File: src/rtl/i2c_bus_arbiter_if.sv
// Engine-side and bus-side signals of the shared ADXL345 I2C bus arbiter.
// The arbiter uses the slave view; the engines (or a bench) use the master view.
interface i2c_bus_arbiter_if #(
  parameter int unsigned N_REQ = 3
);
  logic [N_REQ-1:0] Req_i;
  logic [N_REQ-1:0] Done_i;
  logic [N_REQ-1:0] SCL_i;
  logic [N_REQ-1:0] CS_i;
  logic [N_REQ-1:0] SDA_Low_i;
  logic [N_REQ-1:0] Debug_i;
  logic [N_REQ-1:0] Grant_o;
  logic             SCL_o;
  logic             CS_o;
  logic             SDA_Low_o;
  logic             Debug_o;
  logic             Busy_o;
  logic             Timeout_o;

  modport slave (
    input  Req_i, Done_i, SCL_i, CS_i, SDA_Low_i, Debug_i,
    output Grant_o, SCL_o, CS_o, SDA_Low_o, Debug_o, Busy_o, Timeout_o
  );

  modport master (
    output Req_i, Done_i, SCL_i, CS_i, SDA_Low_i, Debug_i,
    input  Grant_o, SCL_o, CS_o, SDA_Low_o, Debug_o, Busy_o, Timeout_o
  );
endinterface

File: src/rtl/i2c_bus_arbiter.sv
// Round-robin owner of the single ADXL345 I2C bus. Holds a grant until the owner reports
// frame done (or drops its request), inserts a bus-free guard time between frames, and
// revokes grants held longer than TIMEOUT_CYCLES.
module i2c_bus_arbiter #(
  parameter int unsigned N_REQ          = 3,
  parameter int unsigned GUARD_CYCLES   = 250,
  parameter int unsigned TIMEOUT_CYCLES = 1000000,
  parameter int unsigned CNT_W          = 20
) (
  input logic               Clk_i,
  input logic               Reset_i,
  i2c_bus_arbiter_if.slave  bus
);

  localparam int unsigned      PTR_W        = (N_REQ > 1) ? $clog2(N_REQ) : 1;
  localparam logic [CNT_W-1:0] GUARD_LAST   = CNT_W'(GUARD_CYCLES - 1);
  localparam logic [CNT_W-1:0] TIMEOUT_LAST = CNT_W'(TIMEOUT_CYCLES - 1);

  typedef enum logic [1:0] {StIdle, StGrant, StGuard} state_e;

  state_e           state_q, state_d;
  logic [CNT_W-1:0] cnt_q, cnt_d;
  logic [N_REQ-1:0] grant_q, grant_d;
  logic [PTR_W-1:0] ptr_q, ptr_d;
  logic             timeout_q, timeout_d;

  logic [N_REQ-1:0] win_onehot;
  logic [PTR_W-1:0] win_next_ptr;
  logic             win_found;
  logic             owner_release;

  // Round-robin search: first requesting engine at or above the pointer, wrapping.
  always_comb begin
    int unsigned idx;
    idx          = 0;
    win_onehot   = '0;
    win_next_ptr = ptr_q;
    win_found    = 1'b0;
    for (int unsigned k = 0; k < N_REQ; k++) begin
      idx = 32'(ptr_q) + k;
      if (idx >= N_REQ) idx = idx - N_REQ;
      for (int unsigned j = 0; j < N_REQ; j++) begin
        if (!win_found && (j == idx) && bus.Req_i[j]) begin
          win_found     = 1'b1;
          win_onehot[j] = 1'b1;
          win_next_ptr  = (j == N_REQ - 1) ? '0 : PTR_W'(j + 1);
        end
      end
    end
  end

  // Owner finished its frame, or abandoned it by dropping its request.
  assign owner_release = |(bus.Done_i & grant_q) || !(|(bus.Req_i & grant_q));

  // Next-state logic; done/abort is checked before timeout so done wins a tie.
  always_comb begin
    state_d   = state_q;
    cnt_d     = cnt_q;
    grant_d   = grant_q;
    ptr_d     = ptr_q;
    timeout_d = 1'b0;
    case (state_q)
      StIdle: begin
        if (win_found) begin
          grant_d = win_onehot;
          ptr_d   = win_next_ptr;
          cnt_d   = '0;
          state_d = StGrant;
        end
      end
      StGrant: begin
        cnt_d = cnt_q + CNT_W'(1);
        if (owner_release) begin
          grant_d = '0;
          cnt_d   = '0;
          state_d = StGuard;
        end else if (cnt_q == TIMEOUT_LAST) begin
          grant_d   = '0;
          timeout_d = 1'b1;
          cnt_d     = '0;
          state_d   = StGuard;
        end
      end
      StGuard: begin
        cnt_d = cnt_q + CNT_W'(1);
        if (cnt_q == GUARD_LAST) begin
          cnt_d   = '0;
          state_d = StIdle;
        end
      end
      default: begin
        grant_d = '0;
        cnt_d   = '0;
        state_d = StIdle;
      end
    endcase
  end

  // State registers with synchronous active-low reset.
  always_ff @(posedge Clk_i) begin
    if (!Reset_i) begin
      state_q   <= StIdle;
      cnt_q     <= '0;
      grant_q   <= '0;
      ptr_q     <= '0;
      timeout_q <= 1'b0;
    end else begin
      state_q   <= state_d;
      cnt_q     <= cnt_d;
      grant_q   <= grant_d;
      ptr_q     <= ptr_d;
      timeout_q <= timeout_d;
    end
  end

  // Bus mux driven from the registered grant; idle levels when nobody owns the bus.
  always_comb begin
    bus.SCL_o     = 1'b1;
    bus.CS_o      = 1'b1;
    bus.SDA_Low_o = 1'b0;
    bus.Debug_o   = 1'b0;
    for (int unsigned i = 0; i < N_REQ; i++) begin
      if (grant_q[i]) begin
        bus.SCL_o     = bus.SCL_i[i];
        bus.CS_o      = bus.CS_i[i];
        bus.SDA_Low_o = bus.SDA_Low_i[i];
        bus.Debug_o   = bus.Debug_i[i];
      end
    end
  end

  assign bus.Grant_o   = grant_q;
  assign bus.Busy_o    = (state_q != StIdle);
  assign bus.Timeout_o = timeout_q;

endmodule
File: src/flat_wrapper.sv
// flat-port wrapper written by rule: the top's interface ports become plain ports
module i2c_bus_arbiter_flat 
#(
  parameter int unsigned N_REQ          = 3,
  parameter int unsigned GUARD_CYCLES   = 250,
  parameter int unsigned TIMEOUT_CYCLES = 1000000,
  parameter int unsigned CNT_W          = 20
)
  (Clk_i, Reset_i, bus_Req_i, bus_Done_i, bus_SCL_i, bus_CS_i, bus_SDA_Low_i, bus_Debug_i, bus_Grant_o, bus_SCL_o, bus_CS_o, bus_SDA_Low_o, bus_Debug_o, bus_Busy_o, bus_Timeout_o);
  i2c_bus_arbiter_if #(.N_REQ(N_REQ)) bus_i ();
  input logic Clk_i;
  input logic Reset_i;
  input wire logic [$bits(bus_i.Req_i)-1:0] bus_Req_i;
  input wire logic [$bits(bus_i.Done_i)-1:0] bus_Done_i;
  input wire logic [$bits(bus_i.SCL_i)-1:0] bus_SCL_i;
  input wire logic [$bits(bus_i.CS_i)-1:0] bus_CS_i;
  input wire logic [$bits(bus_i.SDA_Low_i)-1:0] bus_SDA_Low_i;
  input wire logic [$bits(bus_i.Debug_i)-1:0] bus_Debug_i;
  output wire logic [$bits(bus_i.Grant_o)-1:0] bus_Grant_o;
  output wire logic [$bits(bus_i.SCL_o)-1:0] bus_SCL_o;
  output wire logic [$bits(bus_i.CS_o)-1:0] bus_CS_o;
  output wire logic [$bits(bus_i.SDA_Low_o)-1:0] bus_SDA_Low_o;
  output wire logic [$bits(bus_i.Debug_o)-1:0] bus_Debug_o;
  output wire logic [$bits(bus_i.Busy_o)-1:0] bus_Busy_o;
  output wire logic [$bits(bus_i.Timeout_o)-1:0] bus_Timeout_o;
  assign bus_i.Req_i = bus_Req_i;
  assign bus_i.Done_i = bus_Done_i;
  assign bus_i.SCL_i = bus_SCL_i;
  assign bus_i.CS_i = bus_CS_i;
  assign bus_i.SDA_Low_i = bus_SDA_Low_i;
  assign bus_i.Debug_i = bus_Debug_i;
  assign bus_Grant_o = bus_i.Grant_o;
  assign bus_SCL_o = bus_i.SCL_o;
  assign bus_CS_o = bus_i.CS_o;
  assign bus_SDA_Low_o = bus_i.SDA_Low_o;
  assign bus_Debug_o = bus_i.Debug_o;
  assign bus_Busy_o = bus_i.Busy_o;
  assign bus_Timeout_o = bus_i.Timeout_o;
  i2c_bus_arbiter #(.N_REQ(N_REQ), .GUARD_CYCLES(GUARD_CYCLES), .TIMEOUT_CYCLES(TIMEOUT_CYCLES), .CNT_W(CNT_W)) u_core (.Clk_i(Clk_i), .Reset_i(Reset_i), .bus(bus_i));
endmodule
File: config.mk
export PLATFORM = sky130hd
export DESIGN_NAME = i2c_bus_arbiter_flat
export DESIGN_NICKNAME = d
export VERILOG_FILES = /design/src/rtl/i2c_bus_arbiter_if.sv /design/src/rtl/i2c_bus_arbiter.sv /design/src/flat_wrapper.sv
export SDC_FILE = /design/constraint.sdc
export NUM_CORES = 1
export LEC_CHECK = 0
export CAP_MARGIN = 0
export CORE_MARGIN = 10
export CORE_UTILIZATION = 59
export CTS_BUF_LIST = sky130_fd_sc_hd__clkbuf_4
export DETAILED_ROUTE_END_ITERATION = 16
export HOLD_SLACK_MARGIN = 0.02
export PLACE_DENSITY = 0.87
export SLEW_MARGIN = 20
export SYNTH_ARGS = -nofsm -noshare
export SYNTH_HDL_FRONTEND = slang
export SYNTH_SLANG_ARGS = --single-unit
File: constraint.sdc
create_clock -name Clk_i -period 4.4 [get_ports Clk_i]
set_input_delay 0.66 -clock Clk_i [delete_from_list [all_inputs] [get_ports Clk_i]]
set_output_delay 0.66 -clock Clk_i [all_outputs]
set_load 0.02 [all_outputs]
# [After elaboration in Yosys (flattened, before gate mapping)]
# Cells that the tools add are included.
[classes] muxes=56 addsub=6 bitwise_logic=5 reduce_logical=39 n_eq_ne=13 n_lt_le_gt_ge=3
[ops] operator="== test 1 x 32 -> 1 bit, first input constant" count=3
[ops] operator="== test 2 x 32 -> 1 bit, first input constant" count=3
[ops] operator="zero test 32 bit" count=3
[ops] operator="two-way mux 32 bit" count=3
[ops] operator="two-way mux 20 bit" count=4
[ops] operator="greater-or-equal comparator 32 x 2 -> 1 bit, second input constant" count=2
[ops] operator="subtractor 32 x 2 -> 32 bit, second input constant" count=2
[ops] operator="case mux 20 bit (3 select lines)" count=1
[ops] operator="two-way mux 1 bit" count=30
[ops] operator="two-way mux 2 bit" count=13
[ops] operator="adder 20 x 1 -> 20 bit, second input constant" count=1
[ops] operator="== test 20 bit, second input constant" count=1
[ops] operator="== test 20 x 8 -> 1 bit, second input constant" count=1
[ops] operator="logical AND 1 bit" count=17
[ops] operator="zero test 1 bit" count=9
[ops] operator="two-way mux 3 bit" count=3
[ops] operator="case mux 3 bit (3 select lines)" count=1
[ops] operator="AND reduction 3 bit" count=3
[ops] operator="nonzero test 9 bit" count=1
[ops] operator="OR reduction 3 bit" count=3
[ops] operator="bitwise AND 3 bit" count=2
[ops] operator="case mux 2 bit (3 select lines)" count=1
[ops] operator="inequality test 2 x 1 -> 1 bit, second input constant" count=2
[ops] operator="adder 2 x 1 -> 3 bit, second input constant" count=1
[ops] operator="10 further kinds" count=12
[word_totals] wordCells=127 register_bits=28 out_inout_bits=9

# [Logic depth before layout (Yosys ltp)]
[logic_depth] word_depth=39 depth_mapped=8 mapped_depth_nobuf=7

# [Worst setup path before layout]
# OpenSTA, ideal clock, no wires.
[synth_path] kind="register to register" from="reg u_core.cnt_q[0]" to="reg u_core.cnt_q[10]" path_stages_with_launch=8 setup_ns=0.117 n_path_buf=1 arrival_time_ns=1.977 synth_period_minus_slack_ns=2.094 setup_slack_ns=2.306 path_cell_list="dfxtp_1 -> ha_1 -> or4b_2 -> nor4_1 -> a21oi_1 -> nor3_1 -> buf_2 -> nor2_1"
[synth_between] elab_chain_len=4 elab_cells_between_ends=7
[synth_lines] element="start, declared" line_no="i2c_bus_arbiter.sv:22" text="logic [CNT_W-1:0] cnt_q, cnt_d;"
[synth_lines] element="start signal, assigned" line_no="i2c_bus_arbiter.sv:109" text="cnt_q <= cnt_d;"
[synth_lines] element="adder 20 x 1 -> 20 bit / == test 20 bit (equally long branches)" line_no="i2c_bus_arbiter.sv:72, i2c_bus_arbiter.sv:85, i2c_bus_arbiter.sv:77"
[synth_lines] element="two-way mux 20 bit" line_no="i2c_bus_arbiter.sv:77" text="end else if (cnt_q == TIMEOUT_LAST) begin"
[synth_lines] element="two-way mux 20 bit" line_no="i2c_bus_arbiter.sv:73" text="if (owner_release) begin"
[synth_lines] element="case mux 20 bit (3 select lines) (*)" line_no="i2c_bus_arbiter.sv:62" text="case (state_q)"
# Every way passes the cells marked *; elsewhere a longest branch is shown, timed or not.
# A chain may end at the register's enable or synchronous reset.

# [Worst setup path after layout]
[layout_path] from="in bus_Debug_i[1]" to="out bus_Debug_o"
[layout_between] elab_chain_len=2
[layout_lines] element="start, declared" line_no="flat_wrapper.sv:18" text="input wire logic [$bits(bus_i.Debug_i)-1:0] bus_Debug_i;"
[layout_lines] element="two-way mux 1 bit (2 in series)" line_no="i2c_bus_arbiter.sv:123" text="if (grant_q[i]) begin"
[layout_lines] element="end, declared" line_no="flat_wrapper.sv:23" text="output wire logic [$bits(bus_i.Debug_o)-1:0] bus_Debug_o;"
# Every way passes these cells.

==> impl_metrics.json <==
{
  "cts_max_level": 1,
  "placed_cells": 276,
  "synth.distinct_cells": 42,
  "cts.sinks": 28,
  "period_needed_ns": 2.64,
  "hp-start": "u_core.ptr_q[1]",
  "required_ns": 3.74,
  "dp_slack_ns": 1.61,
  "reg2reg_from": "u_core.cnt_q[0]",
  "netSwitchingPower_uw": 299,
  "cts_made_buffers": 3,
  "p_leak_nw": 0.688,
  "slew_violations": 0,
  "grt_pass1_wl_mm": 7.01,
  "mostFrequentLayoutCells": "clkdlybuf4s50_1 (28), dfxtp_1 (28), nand2_1 (27), nor2_1 (20), nand3_1 (14)",
  "ant_nets": 0,
  "synth_edf_count": 0,
  "num_vias": 1691,
  "finalNonFillerCells": 279,
  "drtPass1Iterations": 4,
  "drive_gt1_share_pct": 5.65,
  "cp-start-kind": "primary input",
  "holdPathEnd": "u_core.ptr_q[1]",
  "post-route-period-util_pct": 60.0,
  "hold_viol": 0,
  "p_per_area_nw_per_um2": 368,
  "grt_remaining_overflow": 0,
  "p_clk_share_pct": 13.1,
  "antennaDiodeCount": 0,
  "tightestPinTransition_ns": 0.879,
  "ir_drop_v": 0.000380,
  "post_cts_buffers": 0,
  "drt_iter0_drc": 131,
  "avgSynthCellArea_um2": 7.76,
  "setup_slack_ns": 1.76,
  "ys.flop_type": "dfxtp_1",
  "grt_setup_unrepaired": "false",
  "area_growth_pct": 19.3,
  "multi_input_comb_area_um2": 1090,
  "ff2ff_path_depth": 7,
  "cp-end-kind": "output port",
  "max_cap_violations": 0,
  "wl_per_cell_um": 14.9,
  "cts_root_buffer": "clkbuf_4",
  "wl_mm": 4.15,
  "fin_tns_setup_ns": 0,
  "intPower_uw": 457,
  "nNetsFinal": 277,
  "cts_tree": "built",
  "postSynthCellCount": 222,
  "path_max_fanout": 1,
  "pwr-share-seq_pct": 39.2,
  "core.rowCount": 19,
  "hold_buffers": 0,
  "port_buffers": 28,
  "ys_warn_count": 0,
  "dieArea_um2": 5480,
  "holdPathStages": 2,
  "hold_path_class": "reg2reg",
  "die_y_um": 74.0,
  "drcViolationCount": 0,
  "r2r-end": "u_core.cnt_q[13]",
  "async_flop_share_pct": 0,
  "sw_frac_of_total_pct": 39.6,
  "clk_pin_slew_worst_paths_ns": 0.13,
  "fmax_ghz": 0.379,
  "grt_usage_pct": 15.3,
  "ys_seq_elements": 28,
  "regArea_um2": 561,
  "power_frac_comb_pct": 47.7,
  "grt_pass1_vias": 1540,
  "fp.dieW_um": 74.0,
  "gp_congestion": 0.948,
  "yosysSeqAreaShare_pct": 32.6,
  "clk_latency_ns": 0.31,
  "synth_nets": 249,
  "setup_viol": 0,
  "hpwl_mm": 3.19,
  "initial_utilization_pct": 61.9,
  "num-fill-cells": 230,
  "pin_count": 29,
  "cts_resized": 0,
  "core_area_um2": 2780,
  "clockBufferDepth": 2,
  "skew_ns": 0.00197,
  "status": "finished clean",
  "max-slew-margin-rel_pct": 41.4,
  "r2r_slack_ns": 1.95,
  "worstSetupPathType": "in2out",
  "via_per_inst": 6.06,
  "arrival_ns": 1.98,
  "antenna_found_initial": 0,
  "grt_max_degree": 15,
  "power_uw": 756,
  "synth_area_um2": 1720
}
## kinds of logic (layout without fill, tap and decap cells)
logic type | Yosys count | count (layout) | synth area share, %
compound gates | 46 | 46 | 17.6
xor+xnor | 11 | 11 | 5.60
fa+ha+maj | 7 | 7 | 5.09
buf+inv | 19 | 45 | 4.29
flops | 28 | 28 | 32.6
mux | 2 | 2 | 1.16
simple gates | 109 | 109 | 33.7
## worst max path at each step
stage,from,slack (ns),to,depth (start not counted)
global route,bus_SDA_Low_i[1],1.71,bus_SDA_Low_o,4
CTS,bus_Debug_i[1],1.75,bus_Debug_o,4
finish,bus_Debug_i[1],1.76,bus_Debug_o,4
floorplan,u_core.cnt_q[0],2.31,u_core.cnt_q[10],7
global placement,bus_Req_i[0],1.67,u_core.cnt_q[18],6
detailed placement,bus_Req_i[0],1.61,u_core.cnt_q[18],6
## registers in the layout (all words and copies together) (netlist names)
register	flops
u_core.ptr_q	2
u_core.state_q	2
u_core.bus.Grant_o	3
u_core.cnt_q	20
u_core.bus.Timeout_o	1
## metrics by stage
stage,area [um2],hold slack [ns],utilization (%)
after floorplan,1720,0.451,-
after global placement,2030,0.473,73.0
after detailed placement,2030,0.476,73.0
after CTS,2050,0.495,73.8
after global routing,2050,0.515,73.8
final,2050,0.492,73.8
## synth_stat cells (all sizes together), types with 5 or more instances
cell type,n,area (um2)
o21ai,11,55.1
dfxtp,28,561
xor2,7,61.3
nand2,27,101
inv,10,37.5
a21oi,9,48.8
ha,7,87.6
nor3,8,40.0
nand3,14,70.1
nand4,8,50.1
nor2,20,75.1
o211ai,9,67.6
clkbuf,6,22.5
nor4,8,50.1
or4,5,45.0
## power groups by stage
stage	Combinational [mW]	Clock [mW]	Sequential, mW
2_1_floorplan	0.229	0	0.302
3_3_place_gp	0.354	0	0.302
3_5_place_dp	0.358	0	0.302
4_1_cts	0.358	0.104	0.296
5_1_grt	0.395	0.112	0.300
6_report	0.361	0.0993	0.296
## metal layers
layer	wire [um]	part of all wire [%]	GRT usage, %	vias up
li1	-	-	-	865
met1	2070	50	22.4	757
met2	1670	40	21.9	65
met3	375	9.0	4.12	4
met4	27	0.65	2.90	0
met5	0	0	0	-
## cell type report
type | count | share of cell area [%]
multi-input combinational | 175 | 53.0
tap | 31 | 1.89
sequential | 28 | 27.3
clock buffer | 3 | 1.10
timing repair buffer | 31 | 14.7
inverter | 11 | 2.01
## worst max-delay path: stages
cell and delay, ns:
clkdlybuf4s50_1 0.46, a22oi_1 0.07, o21ai_0 0.16, clkdlybuf4s50_1 0.63
(Power assumes the default switching activity.)
